<file path="config.mk">
export PLATFORM = sky130hd
export DESIGN_NAME = fdiv16
export DESIGN_NICKNAME = d
export VERILOG_FILES = /design/src/rtl/fdiv16.sv
export SDC_FILE = /design/constraint.sdc
export NUM_CORES = 1
export LEC_CHECK = 0
export CAP_MARGIN = 20
export CORE_MARGIN = 10
export CORE_UTILIZATION = 30
export DETAILED_ROUTE_END_ITERATION = 7
export PLACE_DENSITY = 0.51
export SLEW_MARGIN = 40
export SYNTH_ARGS = -nofsm -noshare
export SYNTH_HDL_FRONTEND = slang
export SYNTH_SLANG_ARGS = --single-unit
</file>
<file path="constraint.sdc">
create_clock -name clk -period 8.96 [get_ports clk]
set_input_delay 0.896 -clock clk [delete_from_list [all_inputs] [get_ports clk]]
set_output_delay 0.896 -clock clk [all_outputs]
set_load 0.05 [all_outputs]
</file>
<file path="src/rtl/fdiv16.sv">
// Multi-cycle binary16 divider: restoring radix-2 divide, one rounding cycle, DONE handshake.
// Define FDIV16_EARLY_EXIT_EN to send special operands straight from IDLE to DONE.
module fdiv16 (
    input  logic        clk,
    input  logic        reset_n,
    input  logic [15:0] x,
    input  logic [15:0] y,
    input  logic [1:0]  roundmode,
    input  logic        in_valid,
    output logic        in_ready,
    output logic [15:0] result,
    output logic [3:0]  flags,
    output logic        out_valid,
    input  logic        out_ready
);

    typedef enum logic [1:0] {StIdle, StDiv, StRnd, StDone} state_e;

    typedef struct packed {
        logic        hit;
        logic [3:0]  flg;
        logic [15:0] res;
    } spec_t;

    // Special-operand outcome; subnormals count as zero.
    function automatic spec_t classify(input logic [15:0] a, input logic [15:0] b);
        spec_t s;
        logic  a_nan, b_nan, a_inf, b_inf, a_zero, b_zero, sgn;
        a_nan  = (a[14:10] == 5'h1F) && (a[9:0] != 10'h0);
        b_nan  = (b[14:10] == 5'h1F) && (b[9:0] != 10'h0);
        a_inf  = (a[14:10] == 5'h1F) && (a[9:0] == 10'h0);
        b_inf  = (b[14:10] == 5'h1F) && (b[9:0] == 10'h0);
        a_zero = (a[14:10] == 5'h00);
        b_zero = (b[14:10] == 5'h00);
        sgn    = a[15] ^ b[15];
        s.hit  = 1'b1;
        s.flg  = 4'b0000;
        s.res  = {sgn, 15'h0000};
        if (a_nan || b_nan) begin
            s.res = 16'h7E00;
            s.flg = {(a_nan & ~a[9]) | (b_nan & ~b[9]), 3'b000};
        end else if ((a_zero && b_zero) || (a_inf && b_inf)) begin
            s.res = 16'h7E00;
            s.flg = 4'b1000;
        end else if (a_inf || b_zero) begin
            s.res = {sgn, 5'h1F, 10'h000};
        end else if (b_inf || a_zero) begin
            s.res = {sgn, 15'h0000};
        end else begin
            s.hit = 1'b0;
        end
        return s;
    endfunction

    state_e       state_q, state_d;
    logic [15:0]  x_q, x_d, y_q, y_d;
    logic [1:0]   rm_q, rm_d;
    logic [3:0]   cnt_q, cnt_d;
    logic [11:0]  rem_q, rem_d;
    logic [12:0]  quo_q, quo_d;
    logic [15:0]  result_q, result_d;
    logic [3:0]   flags_q, flags_d;

    always_ff @(posedge clk or negedge reset_n) begin
        if (!reset_n) begin
            state_q  <= StIdle;
            x_q      <= 16'h0000;
            y_q      <= 16'h0000;
            rm_q     <= 2'b00;
            cnt_q    <= 4'd0;
            rem_q    <= 12'h000;
            quo_q    <= 13'h0000;
            result_q <= 16'h0000;
            flags_q  <= 4'b0000;
        end else begin
            state_q  <= state_d;
            x_q      <= x_d;
            y_q      <= y_d;
            rm_q     <= rm_d;
            cnt_q    <= cnt_d;
            rem_q    <= rem_d;
            quo_q    <= quo_d;
            result_q <= result_d;
            flags_q  <= flags_d;
        end
    end

    // One restoring step per DIV cycle.
    logic [11:0] dsig;
    logic        rem_ge;
    logic [11:0] rem_sub;

    always_comb begin
        dsig    = {2'b01, y_q[9:0]};
        rem_ge  = (rem_q >= dsig);
        rem_sub = rem_ge ? (rem_q - dsig) : rem_q;
    end

    // Normalise and round the finished quotient.
    logic               sgn, guard, sticky, inc, nx, to_inf;
    logic [10:0]        sig, sig_rnd;
    logic signed [6:0]  exp_raw, exp_n, exp_f;
    logic [15:0]        rnd_res;
    logic [3:0]         rnd_flg;
    spec_t              op_spec;

    always_comb begin
        sgn     = x_q[15] ^ y_q[15];
        exp_raw = $signed({2'b00, x_q[14:10]}) - $signed({2'b00, y_q[14:10]}) + 7'sd15;
        if (quo_q[12]) begin
            sig    = quo_q[12:2];
            guard  = quo_q[1];
            sticky = quo_q[0] | (rem_q != 12'h000);
            exp_n  = exp_raw;
        end else begin
            sig    = quo_q[11:1];
            guard  = quo_q[0];
            sticky = (rem_q != 12'h000);
            exp_n  = exp_raw - 7'sd1;
        end
        nx  = guard | sticky;
        inc = 1'b0;
        unique case (rm_q)
            2'b00: inc = 1'b0;
            2'b01: inc = guard & (sticky | sig[0]);
            2'b10: inc = nx & sgn;
            2'b11: inc = nx & ~sgn;
        endcase
        // sig always has its top bit set, so a cleared top bit after the add means carry-out.
        sig_rnd = sig + {10'h000, inc};
        exp_f   = sig_rnd[10] ? exp_n : (exp_n + 7'sd1);
        to_inf  = (rm_q == 2'b01) || (rm_q == 2'b11 && !sgn) || (rm_q == 2'b10 && sgn);
        if (exp_f > 7'sd30) begin
            rnd_res = to_inf ? {sgn, 5'h1F, 10'h000} : {sgn, 5'h1E, 10'h3FF};
            rnd_flg = 4'b0101;
        end else if (exp_f < 7'sd1) begin
            rnd_res = {sgn, 15'h0000};
            rnd_flg = 4'b0011;
        end else begin
            rnd_res = {sgn, exp_f[4:0], sig_rnd[9:0]};
            rnd_flg = {3'b000, nx};
        end
        op_spec = classify(x_q, y_q);
    end

`ifdef FDIV16_EARLY_EXIT_EN
    spec_t in_spec;
    always_comb in_spec = classify(x, y);
`endif

    always_comb begin
        state_d  = state_q;
        x_d      = x_q;
        y_d      = y_q;
        rm_d     = rm_q;
        cnt_d    = cnt_q;
        rem_d    = rem_q;
        quo_d    = quo_q;
        result_d = result_q;
        flags_d  = flags_q;
        unique case (state_q)
            StIdle: begin
                if (in_valid) begin
                    x_d   = x;
                    y_d   = y;
                    rm_d  = roundmode;
                    cnt_d = 4'd0;
`ifdef FDIV16_EARLY_EXIT_EN
                    if (in_spec.hit) begin
                        state_d  = StDone;
                        result_d = in_spec.res;
                        flags_d  = in_spec.flg;
                    end else begin
                        state_d = StDiv;
                    end
`else
                    state_d = StDiv;
`endif
                end
            end
            StDiv: begin
                // Count 0 is the entry cycle that loads the dividend; 1..13 yield q[12:0].
                if (cnt_q == 4'd0) begin
                    rem_d = {1'b0, 1'b1, x_q[9:0]};
                    quo_d = 13'h0000;
                end else begin
                    rem_d = rem_sub << 1;
                    quo_d = {quo_q[11:0], rem_ge};
                end
                cnt_d = cnt_q + 4'd1;
                if (cnt_q == 4'd13) begin
                    state_d = StRnd;
                end
            end
            StRnd: begin
                state_d  = StDone;
                result_d = op_spec.hit ? op_spec.res : rnd_res;
                flags_d  = op_spec.hit ? op_spec.flg : rnd_flg;
            end
            StDone: begin
                if (out_ready) begin
                    state_d = StIdle;
                end
            end
            default: state_d = StIdle;
        endcase
    end

    assign in_ready  = (state_q == StIdle);
    assign out_valid = (state_q == StDone);
    assign result    = result_q;
    assign flags     = flags_q;

endmodule
</file>
==> results of run 1 <==
-- cells in the final DEF (no fill, tap or decap), types with 22 or more instances in the layout --
cell type	Yosys	layout
a21oi_1	22	22
mux2_2	37	37
nor2_1	35	35
dfrtp_1	85	84
inv_1	66	66
ha_1	28	28
o21ai_0	22	22
nand2_1	48	48
clkdlybuf4s50_1	0	58
nand3_1	28	28
-- kinds of logic (layout without fill, tap and decap cells) --
logic type | Yosys count | in the layout | share of synthesized area (%)
adder cells (fa/ha/maj) | 30 | 30 | 7.22
flip-flops | 85 | 85 | 39.3
buffers and inverters | 91 | 146 | 6.67
XOR/XNOR | 32 | 32 | 5.86
AO/OA/AOI/OAI | 115 | 115 | 14.8
AND/OR/NAND/NOR | 176 | 176 | 16.4
multiplexers | 48 | 48 | 9.74
-- metrics by stage --
step           setup WS (ns)  util (%)  instances
6_report                4.29      36.6        861
5_1_grt                 3.92      36.6        861
4_1_cts                 3.96      36.6        861
3_5_place_dp            3.96      34.8        845
3_3_place_gp            4.16      34.8        845
2_1_floorplan           4.71         -        577
-- how the worst min path moves through the flow --
stage,from,endpoint,cells past startpoint
after floorplan,y_q[3]$_DFFE_PN0P_,y_q[3]$_DFFE_PN0P_,1
after global placement,y_q[5]$_DFFE_PN0P_,y_q[5]$_DFFE_PN0P_,1
after detailed placement,y_q[6]$_DFFE_PN0P_,y_q[6]$_DFFE_PN0P_,1
after CTS,reset_n,x_q[14]$_DFFE_PN0P_,1
after global routing,reset_n,x_q[14]$_DFFE_PN0P_,1
final,reset_n,result[12]$_DFFE_PN0P_,1
-- flip-flops by register name, indices dropped and copies added, names as in the netlist --
signal / cells
y_q: 16
result: 16
cnt_q: 4
rm_q: 2
rem_q: 12
quo_q: 13
state_q: 2
x_q: 16
flags: 4
-- cell type report --
type / count / share of cell area [%]
multi-input combinational: 401 / 44.9
sequential: 85 / 32.6
timing repair buffer: 64 / 9.64
tap: 229 / 4.39
inverter: 66 / 3.80
clock buffer: 9 / 3.45
clock inverter: 7 / 1.21
-- Yosys cell counts (all sizes together), types with 10 or more instances --
cell    count  area, um^2
dfrtp      85        2130
mux2i      11         110
nor3       13        65.1
nor4       10        77.6
xor2       12         113
clkbuf     20        76.3
nand2b     10        62.6
o22ai      13        81.3
nand2      48         180
ha         28         350
inv        66         248
o221ai     22         199
a21oi      23         119
xnor2      18         158
mux2       37         417
o21ai      22         110
nand3      29         150
nor2       35         131
-- routing by layer --
metal  vias to the layer above  track usage (%)  share of wire [%]
met4                         0             4.27                1.4
met1                      2130             15.0                 46
li1                       2141                -                  -
met3                        12             2.36                2.9
met2                        67             20.5                 50
met5                         -                0                  0
-- critical path, delay by kind of cell (launching register included) --
family	cells	cell delay, ns
adders and majority gates	4	1.26
and+or+nand+nor	6	2.00
buffers and inverters	1	0.06
xor gates and xnor gates	1	0.41
AOI/OAI and AO/OA	2	0.40
DFF	1	0.37
==> run metrics, run 1 <==
Pins Over Slew Limit 0; IO buf count 59; Num CTS Buffers 9; TritonRoute pass-1 iters 6; crit path launch x_q[10]$_DFFE_PN0P_; finished layout cell area between 6000 and 7000 um^2; status completed; I/O pin count 60; Post-Syn Instances about 580; Synth Warn # 0; Post-synth EDFFs 0; Area growth syn-to-layout 20.7%; Starting DRT DRC Count 298; Netlist cell types between 60 and 70; CTS sink count 85; CP required about 9.2 ns; R2R Path End result[0]$_DFFE_PN0P_; max incr delay on CP between 0.5 and 0.6 ns; Worst EP arrival between 4 and 5 ns; DR vias around 4400; Initial Util a little under a third; syn avg cell area 9.37 um^2; die width around 150 um; gp weighted congestion around 0.88; global-route wire length before repair approximately 24000 um; clk slew on worst S/H paths around 0.070 ns; Syn Nets 645; register area 2130 um^2; Fin. Hold Viols 0; clk_skew about 0.010 ns; CP max FO 10; # resized after CTS 0; reg-to-reg slack, setup about 4.3 ns; Hold Slack about 0.46 ns; fin crit period about 4.7 ns; setup bufs post-CTS 0; CTS Root Cell clkbuf_16; DRC 0; Post-DP Area about 6200 um^2; RSZ-0062 raised after global routing no; Clock Tree Buf Depth 2; vias in the first global route around 4600; Max-cap violations 0; clk_lat worst skew around 0.35 ns; crit path to result[0]$_DFFE_PN0P_; routed vias/inst ~5.1; crit path launch type flip-flop; fraction of layout cells with a size suffix above 1 10.6%; Worst Setup End Kind flip-flop; Netlist Area Pre-Place around 5400 um^2; initial antenna violation count 0; ys async rst share 100%; Worst path slowest cell fa_1; Detail Placement HPWL ~11000 um; FMAX ~0.21 GHz; Die ar. around 24000 um^2; Layout Nets 695; fin crit share approximately 52%; Site Rows 49; core outline area 17800 um^2; r2r startpoint x_q[10]$_DFFE_PN0P_; Worst Hold Class in2async; GRT Util Overall around an eighth; Slew HR between 40% and 50%; Cell Chain, Critical Path inv_1 -> ha_1 -> fa_1 -> ha_1 -> or3_1 -> nand2_1 -> ha_1 -> xnor3_1 -> or3_1 -> or3_1 -> or4b_1 -> o2111a_1 -> or3b_1 -> o221ai_1; WL per Instance approximately 16 um; fill count roughly 1800; sequential fraction of the synthesis area around two fifths; Post-Route WL approximately 14000 um; largest net degree at the start of global routing just under 60; Antenna diodes 0; H-tree levels 3; sum of negative setup slack 0 ns; worst slew pin tran around 0.77 ns; footprint of the multi-input gates ~2900 um^2; gr ovfl total 0; CTS Hold Bufs 0; ys flop type dfrtp_1; Reg2Reg Depth 14; Yosys reg bits 85; # setup viols final 0; TritonCTS clock tree yes; Worst Setup Path Type reg2reg; Die Span Y 154 um; Post-DRT Antenna Nets 0
Power of run 1 is not shown: default switching activity piles up to over one toggle a cycle in this logic, so the estimate is an artifact.
==> run 2, diff against run 1 <==
Clock period 8.96 ns to 4.5 ns, I/O delays scaled along.
==> run 2 against run 1 <==
  * Global-route usage shrank 0.29 points
  * Register-to-register slack got worse by 4.0 ns
  * Fmax increased by 11%
  * Critical path type unchanged
  * Die area did not move
  * Critical path depth did not move
  * Worst hold slack got worse by 0.33 ns
  * Core utilization increased by 0.36 points
  * Count of clock-buffer cells in the layout up 3
  * Cell area rose by 0.98%
==> run metrics, run 2 (synthesis gave the netlist of run 1 again) <==
Clock Tree Buf Depth 2 (unchanged); Area growth syn-to-layout 21.9%; Starting DRT DRC Count 280 (-6.0%); gr ovfl total 0 (unchanged); Post-DRT Antenna Nets 0 (unchanged); DR vias 4391 (+0.94%); worst slew pin tran 0.734 ns (-0.0386 ns); setup bufs post-CTS 0 (unchanged); Num CTS Buffers 9 (unchanged); Max-cap violations 0 (unchanged); fin crit share 93.4% (+41 points); reg-to-reg slack, setup 0.30 ns (-3.99 ns); Worst EP arrival 4.41 ns (-0.46 ns); GRT Max-Usage Layer met2; H-tree levels 3 (unchanged); clk_lat worst skew 0.35 ns (about the same); post-route insts no fill 871 (+1.2%); most frequent cells in the layout dfrtp_1 (85), inv_1 (66), clkdlybuf4s50_1 (58); IO buf count 59 (unchanged); Antenna diodes 0 (unchanged); Die ar. 23800 um^2 (unchanged); Slew HR 50.6% (+2.1 points); RSZ-0062 raised after global routing no; global-route wire length before repair 23400 um (-1.6%); CP required 4.71 ns (-4.45 ns); status completed; FMAX 0.238 GHz (+11%); GRT Util Overall 11.8% (-0.29 points); M2 GR Usage 20.1% (-0.41 points); r2r startpoint x_q[10]$_DFFE_PN0P_; WL per Instance 15.9 um (-2.3%); CTS Root Cell clkbuf_16; die width 154 um (unchanged); routed vias/inst 5.04 (-0.22%); CP max FO 5 (-5); CTS sink count 85 (unchanged); Worst Setup End Kind flip-flop; commonest non-fill, non-tap cell in the layout dfrtp_1; Die Span Y 154 um (unchanged); M3 GR Usage 2.08% (-0.28 points); Layout Nets 705 (+1.4%); crit path launch type flip-flop; I/O pin count 60 (unchanged); fin crit period 4.20 ns (-0.470 ns); Post-Route WL 13900 um (-1.2%); TritonRoute pass-1 iters 4 (-2); R2R Path End result[8]$_DFFE_PN0P_; clk slew on worst S/H paths 0.07 ns (about the same); GR Layer Usage met1 14.7% (-0.30 points); Reg2Reg Depth 14 (unchanged); core outline area 17800 um^2 (unchanged); Site Rows 49 (unchanged); gp weighted congestion 0.837 (-4.4%); Pins Over Slew Limit 0 (unchanged); Fin. Hold Viols 0 (unchanged); largest net degree at the start of global routing 57 (-1.7%); Detail Placement HPWL 10500 um (-0.23%); TritonCTS clock tree yes; fraction of layout cells with a size suffix above 1 12.1% (+1.5 points); Placed Instances 854 (+1.1%); vias in the first global route 4499 (-3.1%); clk_skew 0.00963 ns (-0.000374 ns); DRC 0 (unchanged); Worst Setup Path Type reg2reg; # setup viols final 0 (unchanged); Worst Hold Class in2async; initial antenna violation count 0 (unchanged); Initial Util 30.3% (unchanged)
==> run 2: repair_timing <==
action | CTS | global route
hold buffers | 0 | 0
pin swaps | 0 | 1
gates resized for setup | 1 | 4
gates cloned | 0 | 1
setup endpoints to repair | 10 | 15
==> run 2: layout make-up <==
| cell class | count | area (um^2) |
|---|---|---|
| fillers | 1786 | 11300 |
| multi-input cells | 402 | 2960 |
| flip-flops and latches | 85 | 2130 |
| repair buffers | 73 | 693 |
| well taps | 229 | 287 |
| inverters | 66 | 248 |
| clock buffers | 12 | 246 |
| clock inverters | 4 | 31.3 |
==> run 2: routing by layer <==
metal	wire [um]	vias up	share of wire [%]
met5	0	-	0
met1	6480	2148	47
met2	6790	66	49
met3	388	13	2.8
li1	-	2164	-
met4	213	0	1.5
==> run 2: worst max-delay path, stage by stage (launching register included) <==
cell and delay, ns:
dfrtp_1 0.37, inv_1 0.06, ha_1 0.21, fa_1 0.46, ha_1 0.32, or3_1 0.42
nand2_1 0.11, ha_1 0.20, xnor3_1 0.23, or3_1 0.32, or3_1 0.30, or4b_1 0.46
o2111a_1 0.18, or3b_4 0.29, o221ai_1 0.13
==> run 2: through the flow <==
step	setup TNS (ns)	setup slack, ns	instance area (um^2)	hold slack, ns	utilization [%]
2_1_floorplan	0	0.254	5410	0.154	-
3_3_place_gp	0	0.0764	6280	0.492	35.2
3_5_place_dp	-0.489	-0.0680	6280	0.501	35.2
4_1_cts	0	0.0644	6570	0.172	36.8
5_1_grt	0	0.0472	6590	0.198	36.9
6_report	0	0.297	6590	0.128	36.9
==> run 2: worst max path at each step <==
stage                                startpoint                     to  slack, ns  depth (start not counted)
after detailed placement    x_q[10]$_DFFE_PN0P_  result[7]$_DFFE_PN0P_      -0.07                         14
after floorplan           quo_q[12]$_DFFE_PN0P_  result[0]$_DFFE_PN0P_       0.25                         20
after global routing        x_q[10]$_DFFE_PN0P_  result[5]$_DFFE_PN0P_       0.05                         14
after global placement      x_q[10]$_DFFE_PN0P_  result[2]$_DFFE_PN0P_       0.08                         14
after CTS                   x_q[10]$_DFFE_PN0P_  result[8]$_DFFE_PN0P_       0.06                         14
final                       x_q[10]$_DFFE_PN0P_  result[8]$_DFFE_PN0P_       0.30                         14
Power of run 2 is left out for the same reason.
